File: config.mk
export PLATFORM = sky130hd
export DESIGN_NAME = sew_operand_sequencer_flat
export DESIGN_NICKNAME = d
export VERILOG_FILES = /design/src/rtl/vec_mul_pkg.sv /design/src/rtl/sew_operand_sequencer_if.sv /design/src/rtl/sew_tail_mask.sv /design/src/rtl/sew_operand_sequencer.sv /design/src/flat_wrapper.sv
export SDC_FILE = /design/constraint.sdc
export NUM_CORES = 1
export LEC_CHECK = 0
export ABC_AREA = 1
export BUFFER_PORTS_ARGS = -buffer_cell sky130_fd_sc_hd__buf_2
export CORE_MARGIN = 2
export CORE_UTILIZATION = 35
export CTS_CLUSTER_DIAMETER = 30
export CTS_CLUSTER_SIZE = 40
export DETAILED_ROUTE_END_ITERATION = 8
export GPL_TIMING_DRIVEN = 0
export PLACE_DENSITY = 0.59
export SYNTH_ARGS = -nofsm -noshare
export SYNTH_HDL_FRONTEND = slang
export SYNTH_SLANG_ARGS = --single-unit
File: constraint.sdc
create_clock -name clk -period 3.9 [get_ports clk]
set_clock_uncertainty 0.1 [all_clocks]
set_input_delay 0.39 -clock clk [delete_from_list [all_inputs] [get_ports clk]]
set_output_delay 0.39 -clock clk [all_outputs]
set_load 0.1 [all_outputs]
File: src/rtl/vec_mul_pkg.sv
// Shared types, sizes and helper functions for the vector multiplier operand path.
package vec_mul_pkg;

    localparam int unsigned VLEN       = 128;
    localparam int unsigned LANE_W     = 32;
    localparam int unsigned VLEN_B     = VLEN / 8;
    localparam int unsigned LANE_B     = LANE_W / 8;
    localparam int unsigned LB_W       = $clog2(LANE_B);
    localparam int unsigned VL_W       = $clog2(VLEN_B) + 1;
    localparam int unsigned NBEATS_MAX = VLEN / LANE_W;
    localparam int unsigned K_W        = (NBEATS_MAX > 1) ? $clog2(NBEATS_MAX) : 1;
    localparam int unsigned NB_W       = $clog2(NBEATS_MAX) + 1;

    typedef enum logic [1:0] {
        SEW8  = 2'b00,
        SEW16 = 2'b01,
        SEW32 = 2'b10
    } sew_e;

    typedef enum logic {
        IDLE   = 1'b0,
        STREAM = 1'b1
    } seq_state_e;

    // Maximum element count for a SEW; zero for the illegal encoding.
    function automatic logic [VL_W-1:0] vlmax(input logic [1:0] sew);
        case (sew)
            SEW8:    vlmax = VL_W'(VLEN_B);
            SEW16:   vlmax = VL_W'(VLEN_B / 2);
            SEW32:   vlmax = VL_W'(VLEN_B / 4);
            default: vlmax = '0;
        endcase
    endfunction

    // Beats needed to carry vle elements: ceil(bytes / lane bytes).
    function automatic logic [NB_W-1:0] beats(input logic [VL_W-1:0] vle,
                                              input logic [1:0] sew);
        logic [VL_W+1:0] nbytes;
        nbytes = (VL_W+2)'(vle) << sew;
        beats  = NB_W'((nbytes + (VL_W+2)'(LANE_B - 1)) >> LB_W);
    endfunction

endpackage

File: src/rtl/sew_operand_sequencer_if.sv
// Operand-in / beat-out handshake bundle for the operand sequencer.
interface sew_operand_sequencer_if;
    import vec_mul_pkg::*;

    logic              in_valid;
    logic              in_ready;
    logic [1:0]        sew;
    logic [VL_W-1:0]   vl;
    logic [VLEN-1:0]   data_A;
    logic [VLEN-1:0]   data_B;
    logic              out_valid;
    logic              out_ready;
    logic [LANE_W-1:0] out_A;
    logic [LANE_W-1:0] out_B;
    logic [LANE_B-1:0] out_be;
    logic              out_last;
    logic [1:0]        out_sew;
    logic              err;

    modport master (
        output in_valid, sew, vl, data_A, data_B, out_ready,
        input  in_ready, out_valid, out_A, out_B, out_be, out_last, out_sew, err
    );

    modport slave (
        input  in_valid, sew, vl, data_A, data_B, out_ready,
        output in_ready, out_valid, out_A, out_B, out_be, out_last, out_sew, err
    );

endinterface

File: src/rtl/sew_tail_mask.sv
// Per-byte active mask for beat k: a byte is live when its element index is below vle.
module sew_tail_mask
    import vec_mul_pkg::*;
(
    input  logic [1:0]        sew,
    input  logic [K_W-1:0]    k,
    input  logic [VL_W-1:0]   vle,
    output logic [LANE_B-1:0] be
);

    logic [VL_W-1:0] byte_idx;

    // Global byte index -> element index by SEW shift, compared against vle.
    always_comb begin
        be       = '0;
        byte_idx = '0;
        for (int unsigned j = 0; j < LANE_B; j++) begin
            byte_idx = (VL_W'(k) << LB_W) | VL_W'(j);
            be[j]    = (byte_idx >> sew) < vle;
        end
    end

endmodule

File: src/rtl/sew_operand_sequencer.sv
// Streams two latched VLEN operands as LANE_W beats with tail bytes zeroed and flagged.
module sew_operand_sequencer
    import vec_mul_pkg::*;
(
    input  logic                   clk,
    input  logic                   reset,
    sew_operand_sequencer_if.slave bus
);

    seq_state_e        state_q, state_d;
    logic [K_W-1:0]    k_q, k_d;
    logic [VLEN-1:0]   a_q, a_d;
    logic [VLEN-1:0]   b_q, b_d;
    logic [VL_W-1:0]   vle_q, vle_d;
    logic [NB_W-1:0]   nb_q, nb_d;
    logic [1:0]        sew_q, sew_d;

    logic              in_ready_q, in_ready_d;
    logic              out_valid_q, out_valid_d;
    logic [LANE_W-1:0] out_a_q, out_a_d;
    logic [LANE_W-1:0] out_b_q, out_b_d;
    logic [LANE_B-1:0] out_be_q, out_be_d;
    logic              out_last_q, out_last_d;
    logic              err_q, err_d;

    logic [LANE_B-1:0] be_d;
    logic [LANE_W-1:0] lane_a, lane_b;

    // Mask for the beat that will be presented next cycle.
    sew_tail_mask u_mask (
        .sew (sew_d),
        .k   (k_d),
        .vle (vle_d),
        .be  (be_d)
    );

    // Next-state: accept/latch in IDLE, advance beat index on handshake in STREAM.
    always_comb begin
        state_d = state_q;
        k_d     = k_q;
        a_d     = a_q;
        b_d     = b_q;
        vle_d   = vle_q;
        nb_d    = nb_q;
        sew_d   = sew_q;
        err_d   = 1'b0;
        case (state_q)
            IDLE: begin
                if (bus.in_valid && in_ready_q) begin
                    a_d   = bus.data_A;
                    b_d   = bus.data_B;
                    sew_d = bus.sew;
                    vle_d = (bus.vl < vlmax(bus.sew)) ? bus.vl : vlmax(bus.sew);
                    nb_d  = beats(vle_d, bus.sew);
                    k_d   = '0;
                    err_d = (bus.sew == 2'b11);
                    if (nb_d != '0) begin
                        state_d = STREAM;
                    end
                end
            end
            STREAM: begin
                if (bus.out_ready) begin
                    if (out_last_q) begin
                        state_d = IDLE;
                        k_d     = '0;
                    end else begin
                        k_d = k_q + K_W'(1);
                    end
                end
            end
            default: state_d = IDLE;
        endcase
    end

    // Next registered outputs: beat k_d of the latched operands, tail bytes zeroed.
    always_comb begin
        lane_a = '0;
        lane_b = '0;
        for (int unsigned i = 0; i < NBEATS_MAX; i++) begin
            if (K_W'(i) == k_d) begin
                lane_a = a_d[i*LANE_W +: LANE_W];
                lane_b = b_d[i*LANE_W +: LANE_W];
            end
        end
        in_ready_d  = (state_d == IDLE);
        out_valid_d = (state_d == STREAM);
        out_last_d  = out_valid_d && (NB_W'(k_d) == (nb_d - NB_W'(1)));
        out_a_d     = '0;
        out_b_d     = '0;
        out_be_d    = '0;
        if (out_valid_d) begin
            out_be_d = be_d;
            for (int unsigned j = 0; j < LANE_B; j++) begin
                out_a_d[j*8 +: 8] = be_d[j] ? lane_a[j*8 +: 8] : 8'h00;
                out_b_d[j*8 +: 8] = be_d[j] ? lane_b[j*8 +: 8] : 8'h00;
            end
        end
    end

    // State and output registers; reset aborts any stream in flight.
    always_ff @(posedge clk) begin
        if (reset) begin
            state_q     <= IDLE;
            k_q         <= '0;
            a_q         <= '0;
            b_q         <= '0;
            vle_q       <= '0;
            nb_q        <= '0;
            sew_q       <= 2'b00;
            in_ready_q  <= 1'b0;
            out_valid_q <= 1'b0;
            out_a_q     <= '0;
            out_b_q     <= '0;
            out_be_q    <= '0;
            out_last_q  <= 1'b0;
            err_q       <= 1'b0;
        end else begin
            state_q     <= state_d;
            k_q         <= k_d;
            a_q         <= a_d;
            b_q         <= b_d;
            vle_q       <= vle_d;
            nb_q        <= nb_d;
            sew_q       <= sew_d;
            in_ready_q  <= in_ready_d;
            out_valid_q <= out_valid_d;
            out_a_q     <= out_a_d;
            out_b_q     <= out_b_d;
            out_be_q    <= out_be_d;
            out_last_q  <= out_last_d;
            err_q       <= err_d;
        end
    end

    assign bus.in_ready  = in_ready_q;
    assign bus.out_valid = out_valid_q;
    assign bus.out_A     = out_a_q;
    assign bus.out_B     = out_b_q;
    assign bus.out_be    = out_be_q;
    assign bus.out_last  = out_last_q;
    assign bus.out_sew   = sew_q;
    assign bus.err       = err_q;

endmodule

File: src/flat_wrapper.sv
// flat-port wrapper written by rule: the top's interface ports become plain ports
module sew_operand_sequencer_flat import vec_mul_pkg::*;
  (clk, reset, bus_in_valid, bus_sew, bus_vl, bus_data_A, bus_data_B, bus_out_ready, bus_in_ready, bus_out_valid, bus_out_A, bus_out_B, bus_out_be, bus_out_last, bus_out_sew, bus_err);
  sew_operand_sequencer_if bus_i ();
  input  logic clk;
  input  logic reset;
  input wire logic [$bits(bus_i.in_valid)-1:0] bus_in_valid;
  input wire logic [$bits(bus_i.sew)-1:0] bus_sew;
  input wire logic [$bits(bus_i.vl)-1:0] bus_vl;
  input wire logic [$bits(bus_i.data_A)-1:0] bus_data_A;
  input wire logic [$bits(bus_i.data_B)-1:0] bus_data_B;
  input wire logic [$bits(bus_i.out_ready)-1:0] bus_out_ready;
  output wire logic [$bits(bus_i.in_ready)-1:0] bus_in_ready;
  output wire logic [$bits(bus_i.out_valid)-1:0] bus_out_valid;
  output wire logic [$bits(bus_i.out_A)-1:0] bus_out_A;
  output wire logic [$bits(bus_i.out_B)-1:0] bus_out_B;
  output wire logic [$bits(bus_i.out_be)-1:0] bus_out_be;
  output wire logic [$bits(bus_i.out_last)-1:0] bus_out_last;
  output wire logic [$bits(bus_i.out_sew)-1:0] bus_out_sew;
  output wire logic [$bits(bus_i.err)-1:0] bus_err;
  assign bus_i.in_valid = bus_in_valid;
  assign bus_i.sew = bus_sew;
  assign bus_i.vl = bus_vl;
  assign bus_i.data_A = bus_data_A;
  assign bus_i.data_B = bus_data_B;
  assign bus_i.out_ready = bus_out_ready;
  assign bus_in_ready = bus_i.in_ready;
  assign bus_out_valid = bus_i.out_valid;
  assign bus_out_A = bus_i.out_A;
  assign bus_out_B = bus_i.out_B;
  assign bus_out_be = bus_i.out_be;
  assign bus_out_last = bus_i.out_last;
  assign bus_out_sew = bus_i.out_sew;
  assign bus_err = bus_i.err;
  sew_operand_sequencer u_core (.clk(clk), .reset(reset), .bus(bus_i));
endmodule
==> metrics.txt <==
Worst-Margin Slew=0.868 ns; ys flop type=dfxtp_1; Fillers=3,400; Power Dens Cells=613 mW/mm^2; post-CTS resize count=0; Lkg Pwr=9.04 nW; final wirelength=51,100 um; clock latency on the worst-skew pair=0.60 ns; initial antenna violation count=6; setup bufs post-CTS=0; Clock Pin Slew Worst Setup and Hold Paths=0.05 ns; vias post-DR=12,900; port buffer count=338; die height=201 um; RSZ-0062 raised after global routing=false; EDFF count, synth=0; post-layout min period=3.33 ns; Slew Limit Fails=0; vias in the first global route=13,600; Crit Path Class=reg -> reg; post-synthesis async set-or-reset flop share=0%; core region area=0.0384 sq mm; synth warn=0; cell taking the most area after synthesis=dfxtp_1; Worst setup EP type=flop; final setup fails=0; nets@finish=2,374; nature of the critical path startpoint=flop; sequential area share after synthesis=50.3%; Yosys cell types=38; global-route wire length before repair=77,200 um; outcome=finished, final reports clean; Hold Vio Cnt, Final=0; I/O pin count=341; max_cap viols=0; clock sinks=340; CTS Buffer Depth=3; Design Power=0.0130 W; Critical Path Fanout Max=19; CTS tree=done; routability cong.=0.858; Initial Utilization=35.3%; TritonCTS Buffers=84; critical path required time=4.31 ns; Arr. time, crit path=3.74 ns; slowest CP cell=buf_2; crit share post-route=85.3%; Mean Syn Cell Area=9.40 sq um; gr usage total=25.2%; Die X=201 um; Synth top area share=50.3%; Mapped Area=0.0135 sq mm; number of synthesized register bits=340; Crit path top cell by count=nand2_1; synth-to-layout area growth=56.8%; Die Area=0.0403 sq mm; Slew headroom=42.1%; total iterations of the first detailed-routing run=5; worst IR drop on VDD=509 uV; largest net degree at the start of global routing=12; vias per cell=4.78; TNS Setup=0 ns; CTS root buf=clkbuf_16; initial DRC count=589; share of the core filled with cells=55.3%; H-tree lvl count=3; Hold Crit Class=in -> reg; leading post-synthesis cells by cell area=dfxtp_1, mux2i_1, nor2_1; crit-path cells=nand2_1, nor2_4, buf_2, buf_4, nand3_1, o21ai_0, ha_1, nand2_1, nand2_1, a21oi_1, o21ai_0, nor2_1, nand2_4, buf_12, nor2_4; kind of cell adding the most delay to the critical path=simple AND/OR/NAND/NOR gates; DRC Markers=0; CP Buf/Inv Count=3; Peak Freq=301 MHz; num rows=72; slowest cell delay on critical path=0.37 ns; Avg WL per Cell=19.0 um; share of layout cells above drive strength 1=28.5%; DPL Wire Length=34,700 um; Gate Count Post-Synth=1,440; remaining global-route overflow=0; syn nets=1,715; Post-DRT Antenna Nets=0
## state kept, by name (all words and copies together), names as in the netlist
register,flops
u_core.nb_q,3
u_core.bus.out_be,4
u_core.vle_q,5
u_core.a_q,128
u_core.k_q,2
u_core.bus.out_last,1
u_core.b_q,128
u_core.bus.in_ready,1
u_core.bus.out_B,32
u_core.state_q,1
u_core.bus.out_A,32
u_core.bus.out_sew,2
u_core.bus.err,1
## path summary, 6_finish.rpt
check	cells after the start	slack (ns)	startpoint	endpoint
setup / recovery	15	0.57	u_core.bus.in_ready	u_core.bus.out_B[13]
hold / removal	3	0.02	bus_data_A[82]	u_core.a_q[82]
setup reg to reg	15	0.57	u_core.bus.in_ready	u_core.bus.out_B[13]
hold reg to reg	2	0.38	u_core.b_q[8]	u_core.b_q[8]
## power breakdown
group          internal (W)  leakage, nW  switching [W]
clock               0.00504         1.45        0.00221
sequential          0.00370         2.77      0.0000597
combinational      0.000750         4.83        0.00124
total               0.00950         9.04        0.00352
## final cells by class
type	instances	area, sq um	share of cell area [%]
Antenna cell	3	7.51	0.0354
Buffer	93	509	2.40
Clock buffer	104	2340	11.0
Clock inverter	51	647	3.05
Inverter	29	116	0.548
Multi-Input combinational cell	977	6110	28.8
Sequential cell	340	6810	32.1
Tap cell	518	648	3.05
Timing Repair Buffer	574	4050	19.1
## synthesized netlist by cell type (all sizes together), types with 7 or more instances
cell / number
ha: 8
nor3: 43
clkbuf: 34
nor2: 460
buf: 60
dfxtp: 340
o21ai: 14
inv: 29
nand3: 20
mux2i: 257
nand2: 65
o22ai: 87
a21oi: 7
## per-stage QoR
stage | hold slack (ns) | area (sq um) | cells | setup WS, ns
global route | 0.00886 | 21200 | 2687 | 0.277
detailed placement | 0.375 | 15900 | 2296 | 0.0492
finish | 0.0176 | 21200 | 2689 | 0.574
global placement | 0.368 | 15900 | 2296 | 0.0614
CTS | 0.000287 | 21200 | 2687 | 0.175
floorplan | 0.356 | 13500 | 1440 | 0.295
## worst min-delay path: cells and delay by family
family / cells / cell delay (ns)
buffers and inverters: 1 / 0.09
multiplexers: 1 / 0.09
AND/OR/NAND/NOR: 1 / 0.09
## cell families after synthesis
| logic type | Yosys count | synth area share (%) |
|---|---|---|
| AO/OA/AOI/OAI | 109 | 4.99 |
| XOR/XNOR | 1 | 0.0647 |
| adder cells (fa/ha/maj) | 8 | 0.739 |
| buffers and inverters | 123 | 4.65 |
| flip-flops | 340 | 50.3 |
| multiplexers | 257 | 19.0 |
| AND/OR/NAND/NOR | 602 | 20.3 |
## layer usage
metal	track usage (%)	up-vias	part of all wire (%)
li1	-	6165	-
met1	29.0	6037	41
met2	43.9	494	48
met3	6.04	148	6.3
met4	11.9	6	4.2
met5	0	-	0.067
## cell usage in the layout (no fill, tap or decap), types with 4 or more instances in the layout
master	count
nor2_1	422
buf_2	381
dfxtp_1	340
mux2i_1	257
dlygate4sd3_1	236
o22ai_1	87
clkbuf_16	86
nand2_1	50
nor3_1	43
clkbuf_1	38
nor2_4	29
inv_1	22
clkinv_2	16
nand3_1	14
bufinv_16	12
clkbuf_8	12
clkinvlp_4	11
nand2_2	10
nor2_2	9
o21ai_0	8
ha_1	8
buf_1	7
inv_2	6
clkinv_4	6
a21oi_1	5
nand2_4	5
nand3_2	4
buf_12	4
buf_6	4
nand4_1	4
inv_6	4
## what timing repair did
action	4_1_cts	5_1_grt
hold buffers	236	0
endpoints found under the setup margin	0	21
hold endpoints to repair	236	0
(Power assumes the default switching activity.)
